File: src/rtl/fifo_arb_pkg.sv
// rtl/fifo_arb_pkg.sv - shared types and rotating-priority search for the FIFO arbiters
package fifo_arb_pkg;

  typedef enum logic {
    IDLE  = 1'b0,
    GRANT = 1'b1
  } arb_state_t;

  localparam int unsigned RR_MAX_CH = 32;

  // First set bit of req searching last+1, last+2, ... modulo ch_num; the nearest candidate wins.
  function automatic int unsigned rr_next(input logic [RR_MAX_CH-1:0] req,
                                          input int unsigned last,
                                          input int unsigned ch_num);
    int unsigned idx;
    int unsigned res;
    res = (last + 1) % ch_num;
    for (int unsigned i = RR_MAX_CH; i >= 1; i--) begin
      if (i <= ch_num) begin
        idx = (last + i) % ch_num;
        if (req[idx[4:0]]) res = idx;
      end
    end
    return res;
  endfunction

endpackage

File: src/rtl/rr_pick.sv
// rtl/rr_pick.sv - combinational rotating-priority encoder
module rr_pick
  import fifo_arb_pkg::*;
#(
  parameter int CH_NUM   = 4,
  parameter int CH_WIDTH = $clog2(CH_NUM)
) (
  input  logic [CH_NUM-1:0]   req,
  input  logic [CH_WIDTH-1:0] last,
  output logic [CH_WIDTH-1:0] idx,
  output logic                found
);

  always_comb begin
    found = |req;
    idx   = CH_WIDTH'(rr_next(RR_MAX_CH'(req), 32'(last), 32'(CH_NUM)));
  end

endmodule

File: src/rtl/fifo_rr_arbiter.sv
// rtl/fifo_rr_arbiter.sv - round-robin burst arbiter draining show-ahead FIFOs into one stream
// FIFO_ARB_OUT_REG_EN adds a registered output stage (+1 cycle latency).
module fifo_rr_arbiter
  import fifo_arb_pkg::*;
#(
  parameter int CH_NUM      = 4,
  parameter int DATA_WIDTH  = 8,
  parameter int BURST_MAX   = 4,
  parameter int CH_WIDTH    = $clog2(CH_NUM),
  parameter int BURST_WIDTH = $clog2(BURST_MAX + 1)
) (
  input  logic                         clk_i,
  input  logic                         rst_i,
  input  logic [CH_NUM-1:0]            fifo_empty_i,
  input  logic [CH_NUM*DATA_WIDTH-1:0] fifo_data_i,
  output logic [CH_NUM-1:0]            fifo_rd_o,
  output logic                         out_valid_o,
  output logic [DATA_WIDTH-1:0]        out_data_o,
  output logic [CH_WIDTH-1:0]          out_ch_o,
  output logic                         out_last_o,
  input  logic                         out_ready_i,
  output logic                         busy_o
);

  arb_state_t             state, state_nxt;
  logic [CH_WIDTH-1:0]    grant, last_grant, pick_idx;
  logic                   pick_found;
  logic [BURST_WIDTH-1:0] burst_cnt;
  logic [DATA_WIDTH-1:0]  grant_data;
  logic                   grant_avail, burst_end, pop, leave;

  rr_pick #(.CH_NUM(CH_NUM), .CH_WIDTH(CH_WIDTH)) u_pick (
    .req   (~fifo_empty_i),
    .last  (last_grant),
    .idx   (pick_idx),
    .found (pick_found)
  );

  assign grant_avail = (state == GRANT) && !fifo_empty_i[grant];
  assign grant_data  = fifo_data_i[int'(grant)*DATA_WIDTH +: DATA_WIDTH];
  assign burst_end   = (burst_cnt == BURST_WIDTH'(BURST_MAX - 1));

`ifdef FIFO_ARB_OUT_REG_EN
  logic                  stage_valid, stage_last;
  logic [DATA_WIDTH-1:0] stage_data;
  logic [CH_WIDTH-1:0]   stage_ch;

  // Pop whenever the stage is empty or being drained this cycle.
  assign pop = grant_avail && (!stage_valid || out_ready_i) && !rst_i;

  always_ff @(posedge clk_i) begin
    if (rst_i) begin
      stage_valid <= 1'b0;
      stage_last  <= 1'b0;
      stage_data  <= '0;
      stage_ch    <= '0;
    end else if (pop) begin
      stage_valid <= 1'b1;
      stage_last  <= burst_end;
      stage_data  <= grant_data;
      stage_ch    <= grant;
    end else if (out_ready_i) begin
      stage_valid <= 1'b0;
      stage_last  <= 1'b0;
    end
  end

  assign out_valid_o = stage_valid;
  assign out_data_o  = stage_data;
  assign out_ch_o    = stage_ch;
  assign out_last_o  = stage_last;
`else
  assign pop         = grant_avail && out_ready_i && !rst_i;
  assign out_valid_o = grant_avail;
  assign out_data_o  = grant_avail ? grant_data : '0;
  assign out_ch_o    = (state == GRANT) ? grant : '0;
  assign out_last_o  = grant_avail && burst_end;
`endif

  // A burst closes on its BURST_MAX-th pop or as soon as the granted FIFO runs dry.
  assign leave = (pop && burst_end) || ((state == GRANT) && fifo_empty_i[grant]);

  always_ff @(posedge clk_i) begin
    if (rst_i) begin
      state      <= IDLE;
      grant      <= '0;
      burst_cnt  <= '0;
      last_grant <= CH_WIDTH'(CH_NUM - 1);
    end else begin
      state <= state_nxt;
      if (state == IDLE && pick_found) begin
        grant     <= pick_idx;
        burst_cnt <= '0;
      end
      if (pop) burst_cnt <= burst_cnt + 1'b1;
      if (leave) last_grant <= grant;
    end
  end

  always_comb begin
    state_nxt = state;
    case (state)
      IDLE:    if (pick_found) state_nxt = GRANT;
      GRANT:   if (leave) state_nxt = IDLE;
      default: state_nxt = IDLE;
    endcase
  end

  always_comb begin
    busy_o           = (state == GRANT);
    fifo_rd_o        = '0;
    fifo_rd_o[grant] = pop;
  end

endmodule

File: config.mk
export PLATFORM = sky130hd
export DESIGN_NAME = fifo_rr_arbiter
export DESIGN_NICKNAME = d
export VERILOG_FILES = /design/src/rtl/fifo_arb_pkg.sv /design/src/rtl/rr_pick.sv /design/src/rtl/fifo_rr_arbiter.sv
export SDC_FILE = /design/constraint.sdc
export NUM_CORES = 1
export LEC_CHECK = 0
export CAP_MARGIN = 20
export CORE_MARGIN = 1.5
export CORE_UTILIZATION = 38
export DETAILED_ROUTE_END_ITERATION = 10
export GPL_TIMING_DRIVEN = 0
export PLACE_DENSITY_LB_ADDON = 0.12
export SETUP_SLACK_MARGIN = 0.15
export SLEW_MARGIN = 0
export SYNTH_ARGS = -nofsm -noshare
export SYNTH_HDL_FRONTEND = slang
export SYNTH_SLANG_ARGS = --single-unit
File: constraint.sdc
create_clock -name clk_i -period 4.7 [get_ports clk_i]
set_input_delay 0.94 -clock clk_i [delete_from_list [all_inputs] [get_ports clk_i]]
set_output_delay 0.94 -clock clk_i [all_outputs]
set_load 0.005 [all_outputs]
==> flow_summary.json, run 1 <==
{
  "slew_viol_final": 0,
  "worstPathMaxFanout": 8,
  "maxSlewHeadroom_pct": 62.73,
  "dpl.hpwl_microns": 1986,
  "grt_setup_unrepaired": "false",
  "ys_seq_area_share_pct": 18.74,
  "die_w_microns": 50.42,
  "synth_warnings": 0,
  "postSynth.asyncResetShare_pct": 0,
  "drive_above_1_share_pct": 14.97,
  "hold_buffers": 0,
  "clock.fmax_mhz": 248.1,
  "ant_nets": 0,
  "port_buffers": 54,
  "worst_ep_required_time_ns": 3.76,
  "clk_latency_ns": 0.25,
  "root_buffer": "clkbuf_4",
  "worstPathArrival_ns": 3.09,
  "synth_fp_nets": 131,
  "clock-sinks": 8,
  "drc_errors": 0,
  "routed_wl_microns": 2427,
  "register_area_sq_um": 160.2,
  "p_leak_nw": 0.5515,
  "final-setup-viol-count": 0,
  "die_height_microns": 50.42,
  "areaGrowthSynthToFinish_pct": 69.84,
  "finalHoldViolations": 0,
  "status": "complete, no violations",
  "postCtsSetupBuffers": 0,
  "antenna_cells": 0,
  "ys_types": 38,
  "peakVddDrop_v": 0.0001631,
  "synth-edff-count": 0,
  "critical_path_class": "primary input to primary output",
  "vias_per_cell": 5.259,
  "synth_cells": 90,
  "cts_tree": "built",
  "maxCapViolations": 0,
  "track_usage_pct": 19.60,
  "via_count": 915,
  "power_density_nw_per_um2": 187.6,
  "core_area_sq_um": 2042,
  "overflow": 0,
  "crit_path_end_kind": "primary output",
  "finalCriticalPeriod_ns": 4.031,
  "die-area_sq_um": 2542,
  "clock_path_buffers": 2,
  "setup_tns_ns": 0,
  "grt_pass1_wl_microns": 3891,
  "start_util_pct": 41.85,
  "routabilityCongestion": 0.8093,
  "instances_no_fill": 174,
  "num_rows": 16,
  "io_pins": 56,
  "nets": 190,
  "finalClockSkew_ns": 0.006816,
  "synth_ff_type": "dfxtp_1",
  "ctsHtreeMaxLevel": 1,
  "start_kind": "primary input",
  "clkTransAtPathRegs_ns": 0.05,
  "holdWs_ns": 0.4732,
  "nFillCells": 177,
  "cts_resized": 0,
  "min_period_over_period_pct": 85.77,
  "synth_seq_cells": 8,
  "firstDrtPassIters": 4,
  "tightestPinTransition_ns": 0.5518,
  "post-place-cells": 171,
  "avgSynthCellArea_sq_um": 9.495,
  "multiInputGateArea_sq_um": 629.4,
  "hp-class": "flop to flop",
  "cts_buffers": 3,
  "drt_iter0_markers": 11,
  "syn_area_sq_um": 854.6,
  "first_global_vias": 836,
  "antenna_found_initial": 0,
  "grt_max_degree": 11,
  "wl_per_cell_microns": 13.95
}
-- metal layers --
| metal | up-vias | track usage, % | routed length, microns |
|---|---|---|---|
| met5 | - | 0 | 0 |
| met4 | 0 | 4.505 | 10 |
| met3 | 2 | 4.464 | 240 |
| met2 | 37 | 33.77 | 1141 |
| met1 | 417 | 24.86 | 1034 |
| li1 | 459 | - | - |
-- synth_stat cells, types with 2 or more instances --
master	count	area share, %
dfxtp_1	8	19
ha_1	2	2.9
nor2_1	5	2.2
mux4_2	6	16
nand2_1	8	3.5
and2_1	12	8.8
mux2i_1	2	2.3
clkbuf_1	2	0.88
buf_6	2	2.6
o2bb2ai_1	2	2.1
inv_1	4	1.8
a21oi_1	3	1.8
buf_2	3	1.8
mux4_1	3	9.2
nor3_1	2	1.2
o21ai_0	4	2.3
-- cells by family (layout without fill, tap and decap cells) --
| logic type | after synthesis | count (layout) | share of synthesized area (%) |
|---|---|---|---|
| AOI/OAI and AO/OA | 22 | 22 | 19.33 |
| adders and majority gates | 2 | 2 | 2.928 |
| buffers and inverters | 12 | 69 | 7.612 |
| DFF | 8 | 8 | 18.74 |
| muxes | 12 | 12 | 28.70 |
| and+or+nand+nor | 34 | 34 | 22.70 |
-- power by group --
part	total [mW]	switching (mW)	internal [mW]
Sequential	0.0790	0.00489	0.0741
Clock	0.0503	0.0213	0.0291
Combinational	0.143	0.0528	0.0901
-- state kept, by name (all words and copies together), names as in the netlist --
signal and flops:
burst_cnt 3, grant 2, last_grant 2, busy_o 1
-- cells in the final DEF (no fill, tap or decap), drive strengths merged --
master         count
dfxtp              8
a32o               1
mux2i              2
nor2b              1
a41oi              1
a221o              1
o2bb2ai            2
o21a               1
ha                 2
a2bb2oi            1
inv                4
nor3b              2
o21ai              4
clkbuf             6
nand2              9
o2111ai            1
clkdlybuf4s50     54
nor2               6
a211oi             1
mux4               9
mux2               1
and2              12
a21oi              4
and2b              1
a221oi             1
o22ai              1
a21boi             1
buf                5
and3               1
o21bai             1
a311oi             1
nor3               2
-- final timing paths --
kind                                 startpoint            to  slack (ns)  cells after the start
worst max-delay path            fifo_empty_i[2]  fifo_rd_o[2]        0.67                      6
worst min-delay path               burst_cnt[2]  burst_cnt[2]        0.47                      1
worst max register to register         grant[0]  burst_cnt[1]        3.11                      5
worst min register to register     burst_cnt[2]  burst_cnt[2]        0.47                      1
-- critical path, stage by stage --
cell and delay [ns]:
clkdlybuf4s50_1 0.54, mux4_2 0.56, nor2b_4 0.21, nand2_2 0.12
nor3b_2 0.19, clkdlybuf4s50_1 0.53
-- final cells by class --
type,count,share of cell area [%]
multi-input cells,70,43.36
repair buffers,54,37.24
flip-flops and latches,8,11.03
plain buffers,8,3.448
well taps,27,2.328
clock buffers,3,1.552
inverters,4,1.034
-- per-stage QoR --
| step | util (%) | total power [mW] | setup WS, ns | instance area (sq um) |
|---|---|---|---|---|
| 2_1_floorplan | - | 0.1595 | 1.719 | 854.6 |
| 3_3_place_gp | 69.98 | 0.2204 | 0.7049 | 1429 |
| 3_5_place_dp | 69.98 | 0.2243 | 0.6739 | 1429 |
| 4_1_cts | 71.08 | 0.2752 | 0.6783 | 1451 |
| 5_1_grt | 71.08 | 0.2900 | 0.5700 | 1451 |
| 6_report | 71.08 | 0.2723 | 0.6688 | 1451 |
Power figures use the tool's default switching activity.
==> run 2, diff against run 1 <==
PLACE_DENSITY = 0.95   (was not set)
PLACE_DENSITY_LB_ADDON = not set   (was 0.12)
==> flow_summary.json, run 2 (synthesis gave the netlist of run 1 again) <==
{
  "status": "complete, no violations",
  "finalClockSkew_ns": 0.009331,
  "grt_pass1_wl_microns": 4195,
  "die-area_sq_um": 2542,
  "drt_iter0_markers": 26,
  "worst_ep_required_time_ns": 3.76,
  "root_buffer": "clkbuf_4",
  "vias_per_cell": 5.489,
  "finalCriticalPeriod_ns": 4.043,
  "crit_start": "fifo_empty_i[2]",
  "nFillCells": 152,
  "hold_buffers": 0,
  "cts_tree": "built",
  "drc_errors": 0,
  "io_pins": 56,
  "largest_reg_flops": 3,
  "areaGrowthSynthToFinish_pct": 69.84,
  "worstPathArrival_ns": 3.10,
  "slew_viol_final": 0,
  "cts_resized": 0,
  "grt_setup_unrepaired": "false",
  "final-setup-viol-count": 0,
  "start_kind": "primary input",
  "clock-sinks": 8,
  "p_total_uw": 277.3,
  "start_util_pct": 41.85,
  "clkTransAtPathRegs_ns": 0.05,
  "clock_path_buffers": 2,
  "postCtsSetupBuffers": 0,
  "cp_slowest_cell": "mux4_2",
  "wl_per_cell_microns": 14.93,
  "setup_tns_ns": 0,
  "utilization_pct": 71.08,
  "maxSlewHeadroom_pct": 62.14,
  "reg2reg_from": "grant[0]",
  "dpl.hpwl_microns": 2080,
  "die_height_microns": 50.42,
  "clock.fmax_mhz": 247.3,
  "cp_cell_sequence": "clkdlybuf4s50_1, mux4_2, nor2b_4, nand2_2, nor3_1, clkdlybuf4s50_1",
  "power_density_nw_per_um2": 191.1,
  "slowest_delay_ns": 0.57,
  "track_usage_pct": 22.05,
  "ant_nets": 0,
  "holdWs_ns": 0.4681,
  "maxCapViolations": 0,
  "finalHoldViolations": 0,
  "cp_common_cell": "clkdlybuf4s50_1",
  "port_buffers": 54,
  "overflow": 0,
  "layout_common_cells": "clkdlybuf4s50_1, and2_1, nand2_1, dfxtp_1, mux4_2",
  "first_global_vias": 912,
  "critical_path_class": "primary input to primary output",
  "peakVddDrop_v": 0.0001238,
  "cp-endpoint": "fifo_rd_o[0]",
  "grt_max_degree": 11,
  "crit_path_end_kind": "primary output",
  "nets": 190,
  "worstPathMaxFanout": 8,
  "firstDrtPassIters": 5,
  "via_count": 955,
  "clk_latency_ns": 0.27,
  "antenna_cells": 0,
  "r2r_setup_slack_ns": 3.11,
  "routed_wl_microns": 2598,
  "num_rows": 16,
  "rr_endpoint": "burst_cnt[1]",
  "hp-class": "flop to flop",
  "reg.largest.list": "burst_cnt x3, grant x2, last_grant x2",
  "rr_worst_depth": 5,
  "core_area_sq_um": 2042,
  "antenna_found_initial": 0,
  "cts_buffers": 3,
  "ctsHtreeMaxLevel": 1,
  "top_register": "burst_cnt",
  "tightestPinTransition_ns": 0.5606,
  "min_period_over_period_pct": 86.03,
  "die_w_microns": 50.42,
  "p_leak_nw": 0.5515,
  "routabilityCongestion": 0.8899,
  "drive_above_1_share_pct": 14.97,
  "layout_commonest_cell": "clkdlybuf4s50_1"
}
-- run 2: metrics by stage --
stage	setup slack, ns	instance area, sq um	cells
after floorplan	1.719	854.6	90
after global placement	0.7201	1429	171
after detailed placement	0.6751	1429	171
after CTS	0.6792	1451	174
after global routing	0.5596	1451	174
final	0.6566	1451	174
-- run 2: layout make-up --
| type | instances | area, sq um | area share [%] |
|---|---|---|---|
| timing repair buffer | 54 | 540.5 | 37.24 |
| clock buffer | 3 | 22.52 | 1.552 |
| tap | 27 | 33.78 | 2.328 |
| inverter | 4 | 15.01 | 1.034 |
| sequential | 8 | 160.2 | 11.03 |
| multi-input combinational | 70 | 629.4 | 43.36 |
| buffer | 8 | 50.05 | 3.448 |
-- run 2: metal layers --
metal / vias to the layer above / wire length, microns / GRT usage, % / share of wire, %
met1: 439 / 1090 / 26.12 / 42
met5: - / 0 / 0 / 0
met3: 9 / 286 / 6.250 / 11
met4: 0 / 66 / 10.36 / 2.5
li1: 456 / - / - / -
met2: 51 / 1156 / 36.62 / 44
-- run 2: critical path, delay by kind of cell --
| family | cells | cell delay, ns |
|---|---|---|
| buffers and inverters | 2 | 1.09 |
| multiplexers | 1 | 0.57 |
| AND/OR/NAND/NOR | 3 | 0.50 |
-- run 2: how the worst min path moves through the flow --
stage,startpoint,to,slack (ns),depth (start not counted)
detailed placement,burst_cnt[2],burst_cnt[2],0.46,1
global placement,burst_cnt[2],burst_cnt[2],0.45,1
CTS,burst_cnt[2],burst_cnt[2],0.47,1
floorplan,burst_cnt[2],burst_cnt[2],0.43,1
global route,burst_cnt[2],burst_cnt[2],0.47,1
finish,burst_cnt[1],burst_cnt[1],0.47,1
-- run 2: where the power goes --
group / switching [mW] / internal [mW]
sequential: 0.00514 / 0.0742
combinational: 0.0538 / 0.0902
clock: 0.0247 / 0.0293
total: 0.0836 / 0.194
